==> src/rtl/char_select_menu.sv <==
// Two-player character select menu: IDLE -> SELECT -> COUNTDOWN -> DONE -> IDLE.
// Optional macro CHAR_SELECT_CANCEL_EN lets a locked player un-lock with Confirm.
module char_select_menu #(
  parameter int NUM_CHARS        = 4,
  parameter int COUNTDOWN_CYCLES = 8
) (
  input  logic       Clk,
  input  logic       Reset,
  input  logic       Start_Req,
  input  logic       P1_Left,
  input  logic       P1_Right,
  input  logic       P1_Confirm,
  input  logic       P2_Left,
  input  logic       P2_Right,
  input  logic       P2_Confirm,
  output logic [3:0] Player_One_Char_Num,
  output logic [3:0] Player_Two_Char_Num,
  output logic       P1_Locked,
  output logic       P2_Locked,
  output logic       Menu_Active,
  output logic       Select_Done
);

  localparam logic [1:0] IDLE      = 2'd0;
  localparam logic [1:0] SELECT    = 2'd1;
  localparam logic [1:0] COUNTDOWN = 2'd2;
  localparam logic [1:0] DONE      = 2'd3;

  localparam logic [3:0] MAX_CHAR = 4'(NUM_CHARS - 1);
  localparam logic [9:0] CNT_LOAD = 10'(COUNTDOWN_CYCLES - 1);

  logic [1:0] state, state_n;
  logic [9:0] cnt, cnt_n;
  logic [3:0] p1_char_n, p2_char_n;
  logic       p1_lock_n, p2_lock_n;
  logic       active_n, done_n;

  logic p1_l_q, p1_r_q, p1_c_q, p2_l_q, p2_r_q, p2_c_q;
  logic p1_l_rise, p1_r_rise, p1_c_rise, p2_l_rise, p2_r_rise, p2_c_rise;

  assign p1_l_rise = P1_Left    & ~p1_l_q;
  assign p1_r_rise = P1_Right   & ~p1_r_q;
  assign p1_c_rise = P1_Confirm & ~p1_c_q;
  assign p2_l_rise = P2_Left    & ~p2_l_q;
  assign p2_r_rise = P2_Right   & ~p2_r_q;
  assign p2_c_rise = P2_Confirm & ~p2_c_q;

  // Left+Right together cancel out; otherwise step with wrap-around.
  function automatic logic [3:0] step_char(input logic [3:0] cur,
                                           input logic       left,
                                           input logic       right);
    logic [3:0] res;
    res = cur;
    if (right && !left)
      res = (cur == MAX_CHAR) ? 4'd0 : cur + 4'd1;
    else if (left && !right)
      res = (cur == 4'd0) ? MAX_CHAR : cur - 4'd1;
    return res;
  endfunction

  always_comb begin
    state_n   = state;
    cnt_n     = cnt;
    p1_char_n = Player_One_Char_Num;
    p2_char_n = Player_Two_Char_Num;
    p1_lock_n = P1_Locked;
    p2_lock_n = P2_Locked;
    active_n  = Menu_Active;
    done_n    = 1'b0;
    case (state)
      IDLE: begin
        if (Start_Req) begin
          state_n   = SELECT;
          p1_lock_n = 1'b0;
          p2_lock_n = 1'b0;
          active_n  = 1'b1;
        end
      end
      SELECT: begin
        if (!P1_Locked) begin
          p1_char_n = step_char(Player_One_Char_Num, p1_l_rise, p1_r_rise);
          if (p1_c_rise) p1_lock_n = 1'b1;
        end
`ifdef CHAR_SELECT_CANCEL_EN
        else if (p1_c_rise) p1_lock_n = 1'b0;
`endif
        if (!P2_Locked) begin
          p2_char_n = step_char(Player_Two_Char_Num, p2_l_rise, p2_r_rise);
          if (p2_c_rise) p2_lock_n = 1'b1;
        end
`ifdef CHAR_SELECT_CANCEL_EN
        else if (p2_c_rise) p2_lock_n = 1'b0;
`endif
        if (p1_lock_n && p2_lock_n) begin
          state_n = COUNTDOWN;
          cnt_n   = CNT_LOAD;
        end
      end
      COUNTDOWN: begin
`ifdef CHAR_SELECT_CANCEL_EN
        if (p1_c_rise || p2_c_rise) begin
          if (p1_c_rise) p1_lock_n = 1'b0;
          if (p2_c_rise) p2_lock_n = 1'b0;
          state_n = SELECT;
          cnt_n   = '0;
        end else
`endif
        if (cnt == '0) begin
          state_n  = DONE;
          done_n   = 1'b1;
          active_n = 1'b0;
        end else begin
          cnt_n = cnt - 10'd1;
        end
      end
      default: begin
        state_n = IDLE;
      end
    endcase
  end

  always_ff @(posedge Clk or posedge Reset) begin
    if (Reset) begin
      state               <= IDLE;
      cnt                 <= '0;
      Player_One_Char_Num <= '0;
      Player_Two_Char_Num <= '0;
      P1_Locked           <= 1'b0;
      P2_Locked           <= 1'b0;
      Menu_Active         <= 1'b0;
      Select_Done         <= 1'b0;
      p1_l_q <= 1'b0; p1_r_q <= 1'b0; p1_c_q <= 1'b0;
      p2_l_q <= 1'b0; p2_r_q <= 1'b0; p2_c_q <= 1'b0;
    end else begin
      state               <= state_n;
      cnt                 <= cnt_n;
      Player_One_Char_Num <= p1_char_n;
      Player_Two_Char_Num <= p2_char_n;
      P1_Locked           <= p1_lock_n;
      P2_Locked           <= p2_lock_n;
      Menu_Active         <= active_n;
      Select_Done         <= done_n;
      p1_l_q <= P1_Left;  p1_r_q <= P1_Right;  p1_c_q <= P1_Confirm;
      p2_l_q <= P2_Left;  p2_r_q <= P2_Right;  p2_c_q <= P2_Confirm;
    end
  end

endmodule

==> config.mk <==
export PLATFORM = sky130hd
export DESIGN_NAME = char_select_menu
export DESIGN_NICKNAME = d
export VERILOG_FILES = /design/src/rtl/char_select_menu.sv
export SDC_FILE = /design/constraint.sdc
export NUM_CORES = 1
export LEC_CHECK = 0
export BUFFER_PORTS_ARGS = -buffer_cell sky130_fd_sc_hd__buf_2
export CELL_PAD_IN_SITES_DETAIL_PLACEMENT = 0
export CELL_PAD_IN_SITES_GLOBAL_PLACEMENT = 2
export CORE_MARGIN = 2
export CORE_UTILIZATION = 33
export DETAILED_ROUTE_END_ITERATION = 6
export PLACE_DENSITY = 0.79
export SYNTH_ARGS = -nofsm -noshare
export SYNTH_HDL_FRONTEND = slang
export SYNTH_SLANG_ARGS = --single-unit
export TNS_END_PERCENT = 100
==> constraint.sdc <==
create_clock -name Clk -period 2.26 [get_ports Clk]
set_input_delay 0.452 -clock Clk [delete_from_list [all_inputs] [get_ports Clk]]
set_output_delay 0.452 -clock Clk [all_outputs]
set_load 0.1 [all_outputs]
Yosys cells after proc, flatten, opt, wreduce, memory -nomap -nowiden:

Cells that the tools add are included.

* register bits after elaboration: 30
* logic and storage cells: 94

* add/sub/neg operators: 5
* equal/unequal tests: 8
* muxes and demuxes: 29
* bitwise logic cells: 14
* reduce and logical (&&, ||, !) cells: 24

Operators by type and width (number)
* 2-to-1 mux 4 bit: 8
* 2-to-1 mux 10 bit: 2
* case mux 10 bit (2 select lines): 1
* AND reduction 3 bit: 5
* 2-to-1 mux 1 bit: 11
* logical NOT 10 bit: 1
* nonzero test 2 bit: 5
* subtractor 10 x 1 -> 10 bit, second input constant: 1
* adder 4 x 1 -> 4 bit, second input constant: 2
* equality test 4 x 2 -> 1 bit, second input constant: 2
* logical NOT 4 bit: 2
* != test 2 bit, second input constant: 4
* NOT 1 bit: 8
* subtractor 4 x 1 -> 4 bit, second input constant: 2
* AND 1 bit: 6
* 2-to-1 mux 2 bit: 3
* case mux 1 bit (2 select lines): 3
* case mux 2 bit (3 select lines): 1
* logical AND 1 bit: 5
* logical NOT 1 bit: 4
* equality test 2 x 1 -> 1 bit, second input constant: 1
* equality test 2 bit, second input constant: 1
* logical NOT 2 bit: 1
* AND reduction 2 bit: 1

Longest topological paths before layout:

Gate-level depths: netlist of the first run.

* depth in word-level cells: 8
* mapped depth: 7
* gate-level depth less buffers: 6

Worst setup path after synthesis of the first run:

OpenSTA, ideal clock, no wires.

* path kind: register to register
* from: reg cnt[0]
* to: reg state[1]
* setup time: 0.128 ns
* arrival time: 2.135 ns
* slack: -0.002 ns
* stages on the path, launching flop included: 8
* buffers on the path: 1
* cells stage by stage: dfrtp_1 > inv_1 > ha_1 > or3b_1 > buf_6 > or4_4 > a221oi_2 > mux2_1

* longest elaborated chain between the ends: 3

Ends and longest elaborated chain
* from (decl): RTL line 33 `logic [9:0] cnt, cnt_n;`
* from (signal assigned): RTL line 136 `cnt <= cnt_n;`
* logical NOT 10 bit: RTL line 108 `if (cnt == '0) begin`
* != test 2 bit (no source line)
* AND reduction 3 bit (no source line)
* to (signal assigned): RTL line 135 `state <= state_n;`
* to (decl): RTL line 32 `logic [1:0] state, state_n;`

Every way passes these cells.
A chain may end at the register's enable or synchronous reset.

Worst setup path after layout of the first run:

* from: reg cnt[7]
* to: reg state[1]

Same word-level chain as after synthesis.

==> results of run 1 <==
-- worst reg2reg max path: cells and delay by family (launching register included) --
kind	cells	cell delay, ns
AO/OA/AOI/OAI	1	0.27
flip-flops	1	0.41
multiplexers	1	0.33
AND/OR/NAND/NOR	2	1.09
-- final timing paths --
check                                                          end                    start
worst min-delay path            Player_One_Char_Num[0]$_DFFE_PP0P_                    Reset
worst max-delay path                          state[1]$_DFFE_PP0P_       cnt[7]$_DFFE_PP0P_
max in group asynchronous                       cnt[4]$_DFFE_PP0P_                    Reset
worst max register to register                state[1]$_DFFE_PP0P_       cnt[7]$_DFFE_PP0P_
min in group Clk                                  p2_r_q$_DFF_PP0_                 P2_Right
worst min register to register             Menu_Active$_DFFE_PP0P_  Menu_Active$_DFFE_PP0P_
-- sequential cells by signal, summed over array words and instances, names as in the netlist --
register,count
p2_l_q,1
state,2
cnt,10
p2_c_q,1
Player_Two_Char_Num,4
P1_Locked,1
p2_r_q,1
p1_l_q,1
Player_One_Char_Num,4
Menu_Active,1
Select_Done,1
P2_Locked,1
p1_r_q,1
p1_c_q,1
-- cells by family (layout without fill, tap and decap cells) --
family,Yosys count,count (layout),synth area share
AO/OA/AOI/OAI,45,45,0.180
XOR/XNOR,2,2,0.00985
adder cells (fa/ha/maj),12,12,0.0844
buffers and inverters,17,49,0.0401
flip-flops,30,30,0.422
multiplexers,7,7,0.0401
AND/OR/NAND/NOR,70,70,0.223
-- placed cells by master (no fill, tap or decap), types with 2 or more instances in the layout --
cell type,synthesis,final
clkbuf_8,0,5
inv_1,12,10
buf_2,0,20
ha_1,12,11
or4b_2,2,2
buf_4,0,10
and2_1,2,2
a21oi_1,9,9
a31oi_1,4,4
mux2i_1,6,6
o21ai_0,8,8
nand2b_1,9,9
o221ai_1,2,2
a311oi_1,2,2
nor2_1,9,9
o31ai_1,3,3
o311ai_0,2,2
clkinv_2,0,2
dfrtp_1,30,30
or3_1,3,3
nor2b_1,7,7
nand2_1,17,17
nor4_1,4,4
or4_4,2,2
inv_2,0,2
nor3b_1,2,2
or2_2,4,4
nor3_1,5,5
o22ai_1,2,2
a21boi_0,2,2
-- per-stage QoR --
step	hold WS (ns)	util	std cells
after global routing	0.206	0.413	285
after global placement	0.485	0.389	274
final	0.171	0.413	285
after CTS	0.184	0.407	281
after floorplan	0.483	-	183
after detailed placement	0.482	0.389	274
-- routing by layer --
layer / global-route usage / vias up / routed length, microns
li1: - / 725 / -
met1: 0.188 / 705 / 1920
met2: 0.199 / 26 / 1720
met3: 0.0407 / 7 / 163
met4: 0.0464 / 0 / 53
met5: 0 / - / 0
-- cell type report --
cell class,count,area share
clock buffer,5,0.0324
clock inverter,2,0.00471
inverter,12,0.0212
multi-input combinational,136,0.464
sequential,30,0.354
tap,70,0.0412
timing repair buffer,30,0.0825
-- repair_timing --
action | CTS | global route
hold endpoints to repair | 0 | 0
buffers inserted | 0 | 4
gates resized for setup | 2 | 1
hold buffers | 0 | 0
pin swaps | 0 | 3
setup endpoints to repair | 1 | 1
==> metrics.md, run 1 <==
| Metric | Value |
|---|---|
| Outcome | finished clean |
| CTS Buffer Depth | 2 |
| Post-synthesis sequential area ratio | 0.422 |
| Clock-pin slew of the registers on the worst-case setup and hold paths | 0.06 ns |
| Routed via count | 1463 |
| Count leader, synth | dfrtp_1 |
| DRT Pass-1 Iters | 4 |
| Cts bufs inserted | 5 |
| Tot GR Track Use | 0.135 |
| Slew HR | 0.556 |
| Tmin final | 2.20 ns |
| FILL cells | 544 |
| Final Wtd Congestion | 0.751 |
| Final Cell Area | 2120 sq um |
| H-tree levels | 2 |
| CP Depth | 4 |
| Yosys warnings | 0 |
| Number of diodes | 0 |
| Root buf cell | clkbuf_8 |
| Seq cells post-synth | 30 |
| Drt wl/cell | 13.5 microns |
| PortBufs | 20 |
| Setup WS pre-CTS | 0.00486 ns |
| IO Pins | 21 |
| Worst setup SP type | register |
| Fin Clk Skew | 0.00861 ns |
| CP Capture Type | register |
| Post-synthesis cell type count | 45 |
| CTS tree | built |
| R2r worst-path depth | 4 |
| Top post-synthesis cells by area | dfrtp_1, ha_1, nand2_1 |
| Drt drc | 0 |
| CP required | 2.41 ns |
| Setup TNS | 0 ns |
| Synth cell count leaders | dfrtp_1, nand2_1, ha_1, inv_1 |
| Reg-to-reg slack, setup | 0.06 ns |
| CTS sink cnt | 30 |
| Top cell type's share of synthesized area | 0.422 |
| Largest net degree at the start of global routing | 20 |
| Number of antenna violations at the first check in global routing | 0 |
| Area grow syn2layout | 19.4% |
| Row cnt | 26 |
| Syn_area_per_cell | 9.72 sq um |
| Final ANT Viol Nets | 0 |
| Arr. time, crit path | 2.36 ns |
| Die area | 5990 sq um |
| CP bufs+invs | 0 |
| Area of the multi-input gates | 986 sq um |
| Post-synthesis net count | 204 |
| Setup Viol. Count Final | 0 |
| Clk Latency, worst-skew pair | 0.28 ns |
| Largest area contributor in the netlist | dfrtp_1 |
| Synth Cell Area | 1780 sq um |
| Post-Syn Instances | 183 |
| Top FF cell, synth | dfrtp_1 |
| Total of max-cap violations | 0 |
| Final period util | 0.975 |
| First-pass GRT wire length | 6510 microns |
| Top delay family on crit path | simple AND/OR/NAND/NOR gates |
| Critical path cell sequence | or4_4 -> or4_4 -> a221oi_4 -> mux2_4 |
| Max Freq | 454 MHz |
| Slew @ Worst Pin | 0.667 ns |
| Nets | 236 |
| FF/Latch Area | 751 sq um |
| DIE HEIGHT | 77.4 microns |
| Slowest stage cell on the critical path | or4_4 |
| CP dominant cell by count | or4_4 |
| Total gr overflow | 0 |
| RSZ-0062 raised after global routing | yes |
| Max incr delay on CP | 0.56 ns |
| Placed inst area | 2000 sq um |
| Async set-reset flop share out of synthesis | 1.00 |
| Post-synth EDFFs | 0 |
| Final Hold Fails | 0 |
| Worst Setup Path Type | register to register |
| 1st-iter DRT viols | 70 |
| Core box area | 5140 sq um |
| Vias/cell | 5.13 |
| Initial Utilization | 0.346 |
| Crit path max fanout | 4 |
| Number of global-route vias before repair | 1409 |
| Layout cells sized above 1 | 0.251 |
| Hold Path Class | input pin to async pin |
| Final setup margin | 0.0560 ns |
| Die width | 77.4 microns |
| Total Routed Length | 3860 microns |
| Max Slew Vio Count | 0 |
| Post-DP HPWL | 2850 microns |
Power of run 1 is left out: the tool's default activity adds up to more than one toggle a clock period on the data nets, which glitch-free logic cannot reach.
==> run 2: changes to the inputs <==
Settings changed: ABC_AREA set to 1, CORE_UTILIZATION 33 to 30, PLACE_DENSITY 0.79 to 0.78.
==> metrics.md, run 2 <==
| Metric | Value |
|---|---|
| Drt wl/cell | 10.9 microns |
| Post-DP HPWL | 2740 microns |
| Die width | 81.7 microns |
| Final core utilization | 0.357 |
| CP endpoint | cnt[6]$_DFFE_PP0P_ |
| CP Capture Type | register |
| Syn_area_per_cell | 7.87 sq um |
| CTS tree | built |
| Adder-cell share of the synthesized area | 0.0830 |
| Top cell type's share of synthesized area | 0.415 |
| Post-synthesis sequential area ratio | 0.415 |
| Post-synthesis net count | 251 |
| Seq cells post-synth | 30 |
| Synth Area in Simple Gates | 0.281 |
| Cts bufs inserted | 5 |
| Number of global-route vias before repair | 1424 |
| Async set-reset flop share out of synthesis | 1.00 |
| Slew HR | 0.674 |
| Largest net degree at the start of global routing | 31 |
| Hold Path Class | input pin to async pin |
| Synth cell count leaders | nand2_1, inv_1, dfrtp_1, nand3_1, nor2_1 |
| Final Wtd Congestion | 0.727 |
| Tmin final | 1.67 ns |
| Number of diodes | 0 |
| CP required | 2.49 ns |
| Largest family of logic cells by synthesized area | simple AND/OR/NAND/NOR gates |
| Number of antenna violations at the first check in global routing | 0 |
| Nets | 279 |
| H-tree levels | 2 |
| Cts hold-fix bufs | 0 |
| Vias/cell | 4.39 |
| Largest register FFs | 10 |
| Core box area | 5890 sq um |
| PortBufs | 20 |
| Die area | 6670 sq um |
| Synth Cell Area | 1810 sq um |
| Clock-pin slew of the registers on the worst-case setup and hold paths | 0.07 ns |
| Capturing point of the worst reg2reg path | cnt[6]$_DFFE_PP0P_ |
| Total Routed Length | 3660 microns |
| Clk Latency, worst-skew pair | 0.29 ns |
| Initial Utilization | 0.307 |
| CTS sink cnt | 30 |
| Crit path max fanout | 15 |
| Top reg by flops | cnt |
| Count leader, synth | nand2_1 |
| First-pass GRT wire length | 6340 microns |
| Arr. time, crit path | 1.90 ns |
| Largest regs | cnt (10), Player_One_Char_Num (4), Player_Two_Char_Num (4) |
| Yosys warnings | 0 |
| CTS Buffer Depth | 2 |
| RSZ-0062 raised after global routing | no |
| Top post-synthesis cells by area | dfrtp_1, nand2_1, ha_1 |
| Setup TNS | 0 ns |
| CTS resizes | 0 |
| Worst setup SP type | register |
| Post-synthesis cell type count | 26 |
| Leading cell type in the layout, fill and taps excluded | nand2_1 |
| Drt drc | 0 |
| Tot GR Track Use | 0.125 |
| Final Cell Area | 2100 sq um |
| Final setup margin | 0.585 ns |
| Top FF cell, synth | dfrtp_1 |
| Worst Setup Path Type | register to register |
| Critical Path Source | state[0]$_DFFE_PP0P_ |
| R2r worst-path depth | 8 |
| Setup repair bufs after CTS | 0 |
| Setup Viol. Count Final | 0 |
| Root buf cell | clkbuf_8 |
| Row cnt | 28 |
| Reg2reg start | state[0]$_DFFE_PP0P_ |
| Slew @ Worst Pin | 0.492 ns |
| Setup WS pre-CTS | 0.571 ns |
| Total gr overflow | 0 |
| FILL cells | 645 |
| Largest area contributor in the netlist | dfrtp_1 |
| Placed inst area | 2010 sq um |
| Post-synth EDFFs | 0 |
| Area grow syn2layout | 16.2% |
| DRT Pass-1 Iters | 4 |
| Final period util | 0.741 |
| IO Pins | 21 |
| Mux share of post-synthesis cell area | 0 |
| Final ANT Viol Nets | 0 |
| DIE HEIGHT | 81.7 microns |
| Post-Syn Instances | 230 |
| Most frequent cells in the layout | nand2_1, inv_1, dfrtp_1 |
| Final Hold Fails | 0 |
| Max Freq | 597 MHz |
| Outcome | finished clean |
| Post-synthesis compound-gate area fraction | 0.0740 |
| Layout cells sized above 1 | 0.158 |
| Max Slew Vio Count | 0 |
| Post-synthesis xor/xnor area fraction | 0.0678 |
| Reg-to-reg slack, setup | 0.59 ns |
| 1st-iter DRT viols | 31 |
| Total of max-cap violations | 0 |
| Fin Clk Skew | 0.00332 ns |
| Routed via count | 1467 |
[run 2: cell types whose count changed after synthesis, sizes merged, moves of 7 or more]
cell,previous run,this run
nor2b,7,0
nand2,17,67
nor2,9,17
nand3,0,21
nand2b,9,0
inv,12,33
xor2,1,8
[run 2: worst min-delay path by stage]
stage / cells past startpoint / slack, ns / from / to
2_1_floorplan: 1 / 0.47 / cnt[0]$_DFFE_PP0P_ / cnt[0]$_DFFE_PP0P_
3_3_place_gp: 2 / 0.46 / Menu_Active$_DFFE_PP0P_ / Menu_Active$_DFFE_PP0P_
3_5_place_dp: 2 / 0.46 / Menu_Active$_DFFE_PP0P_ / Menu_Active$_DFFE_PP0P_
4_1_cts: 3 / 0.25 / Reset / cnt[3]$_DFFE_PP0P_
5_1_grt: 1 / 0.26 / P1_Left / p1_l_q$_DFF_PP0_
6_report: 3 / 0.23 / Reset / state[1]$_DFFE_PP0P_
[run 2: logic make-up (layout without fill, tap and decap cells)]
kind of cell / count (synthesis) / after routing
and+or+nand+nor: 115 / 115
buffers and inverters: 35 / 64
DFF: 30 / 30
AOI/OAI and AO/OA: 24 / 24
xor gates and xnor gates: 14 / 14
adders and majority gates: 12 / 12
[run 2: metrics by stage]
step | instances | hold WS, ns
after floorplan | 230 | 0.467
after global routing | 334 | 0.265
final | 334 | 0.229
after CTS | 334 | 0.247
after detailed placement | 326 | 0.459
after global placement | 326 | 0.461
[run 2: final cells by class]
type	instances	area (sq um)	share of cell area
Clock buffer	6	82.6	0.0393
Clock inverter	2	12.5	0.00595
Multi-Input combinational cell	165	916	0.436
Timing Repair Buffer	23	123	0.0583
Sequential cell	30	751	0.357
Inverter	33	124	0.0589
Tap cell	75	93.8	0.0446
[run 2: routing by layer]
layer	up-vias	global-route usage	wire, microns
met1	662	0.163	1850
met2	22	0.193	1590
li1	778	-	-
met4	0	0.0550	47
met5	-	0	0
met3	5	0.0352	173
[run 2: worst max-delay path, stage by stage, from the launching register on]
cell and delay, ns:
dfrtp_1 0.40, inv_1 0.08, ha_1 0.40, nor2_1 0.09
a21oi_1 0.21, nand2_4 0.15, inv_1 0.15, nand2_1 0.07
nand2_1 0.06
Power of run 2 is left out for the same reason.
==> run 3: changes to the inputs <==
Settings changed: CORE_UTILIZATION 30 to 34, PLACE_DENSITY 0.78 to 0.83.
Clock period 2.26 ns to 1.7 ns, I/O delays scaled along.
==> metrics.md, run 3 (synthesis results as in run 2) <==
| Metric | Value |
|---|---|
| CTS sink cnt | 30 |
| Initial Utilization | 0.354 |
| Cts bufs inserted | 5 |
| Total Routed Length | 3560 microns |
| Nets | 280 |
| Final Wtd Congestion | 0.769 |
| RSZ-0062 raised after global routing | no |
| Cts hold-fix bufs | 0 |
| Largest regs | cnt (10), Player_One_Char_Num (4), Player_Two_Char_Num (4) |
| Leading cell type in the layout, fill and taps excluded | nand2_1 |
| Setup Viol. Count Final | 0 |
| Drt wl/cell | 10.8 microns |
| Layout cells sized above 1 | 0.193 |
| Max Slew Vio Count | 0 |
| Clock-pin slew of the registers on the worst-case setup and hold paths | 0.07 ns |
| DIE HEIGHT | 76.9 microns |
| Max Freq | 643 MHz |
| Crit path max fanout | 15 |
| H-tree levels | 2 |
| Post-DP HPWL | 2630 microns |
| Outcome | finished clean |
| Fin Clk Skew | 0.00726 ns |
| Arr. time, crit path | 1.73 ns |
| Die area | 5920 sq um |
| CP Capture Type | register |
| Largest register FFs | 10 |
| IO Pins | 21 |
| Top reg by flops | cnt |
| CTS resizes | 0 |
| 1st-iter DRT viols | 83 |
| Largest net degree at the start of global routing | 31 |
| Total gr overflow | 0 |
| CTS tree | built |
| Setup repair bufs after CTS | 0 |
| First-pass GRT wire length | 6440 microns |
| Row cnt | 26 |
| Total of max-cap violations | 0 |
| Drt drc | 0 |
| Tot GR Track Use | 0.134 |
| Number of diodes | 0 |
| Final Hold Fails | 0 |
| Most frequent cells in the layout | nand2_1, inv_1, dfrtp_1 |
| Routed via count | 1495 |
| Worst setup SP type | register |
| PortBufs | 20 |
| Tmin final | 1.56 ns |
| Slew HR | 0.671 |
| Worst Setup Path Type | register to register |
| Vias/cell | 4.54 |
| DRT Pass-1 Iters | 4 |
| Die width | 76.9 microns |
| Hold Path Class | input pin to async pin |
| Slew @ Worst Pin | 0.497 ns |
| CTS Buffer Depth | 2 |
| Final ANT Viol Nets | 0 |
| Area grow syn2layout | 16.6% |
| CP required | 1.87 ns |
| Final period util | 0.915 |
| Root buf cell | clkbuf_8 |
| Core box area | 5110 sq um |
| Clk Latency, worst-skew pair | 0.28 ns |
| Number of global-route vias before repair | 1461 |
| Number of antenna violations at the first check in global routing | 0 |
| Setup TNS | 0 ns |
-- run 3: area by class of cell --
cell class,instances,area [sq um]
multi-input cells,165,928
repair buffers,24,130
inverters,33,124
clock inverters,2,10.0
flip-flops and latches,30,761
well taps,70,87.6
fillers,554,3000
clock buffers,5,68.8
-- run 3: critical path: stages, from the launching register on --
cell	delay (ns)
dfrtp_1	0.40
inv_1	0.10
ha_1	0.23
nand2_2	0.12
nor2_4	0.12
nand3_4	0.11
nand2_8	0.13
inv_1	0.11
nand2_1	0.07
nand2_1	0.05
-- run 3: path summary, 6_finish.rpt --
kind	from	end	slack, ns	cells past startpoint
max in group asynchronous	Reset	Player_Two_Char_Num[2]$_DFFE_PP0P_	1.26	3
setup reg to reg	cnt[0]$_DFFE_PP0P_	cnt[1]$_DFFE_PP0P_	0.14	9
min in group Clk	P1_Right	p1_r_q$_DFF_PP0_	0.18	1
setup / recovery	cnt[0]$_DFFE_PP0P_	cnt[1]$_DFFE_PP0P_	0.14	9
hold reg to reg	Menu_Active$_DFFE_PP0P_	Menu_Active$_DFFE_PP0P_	0.47	2
hold / removal	Reset	p1_r_q$_DFF_PP0_	0.12	3
-- run 3: layer usage --
| layer | vias to the layer above | wire length, microns | global-route usage | part of all wire |
|---|---|---|---|---|
| met4 | 0 | 36 | 0.0545 | 0.010 |
| met5 | - | 0 | 0 | 0 |
| met1 | 695 | 1770 | 0.175 | 0.50 |
| met2 | 18 | 1620 | 0.216 | 0.46 |
| li1 | 778 | - | - | - |
| met3 | 4 | 127 | 0.0282 | 0.036 |
-- run 3: stage by stage --
| stage | instance area (sq um) | cells | worst slack [ns] | utilization | hold slack, ns |
|---|---|---|---|---|---|
| after detailed placement | 2020 | 322 | 0.113 | 0.395 | 0.448 |
| after global routing | 2110 | 329 | 0.0132 | 0.413 | 0.157 |
| after global placement | 2020 | 322 | 0.154 | 0.395 | 0.444 |
| final | 2110 | 329 | 0.144 | 0.413 | 0.119 |
| after floorplan | 1820 | 230 | 0.0239 | - | 0.371 |
| after CTS | 2100 | 329 | 0.0999 | 0.411 | 0.138 |
Power of run 3 is left out for the same reason.
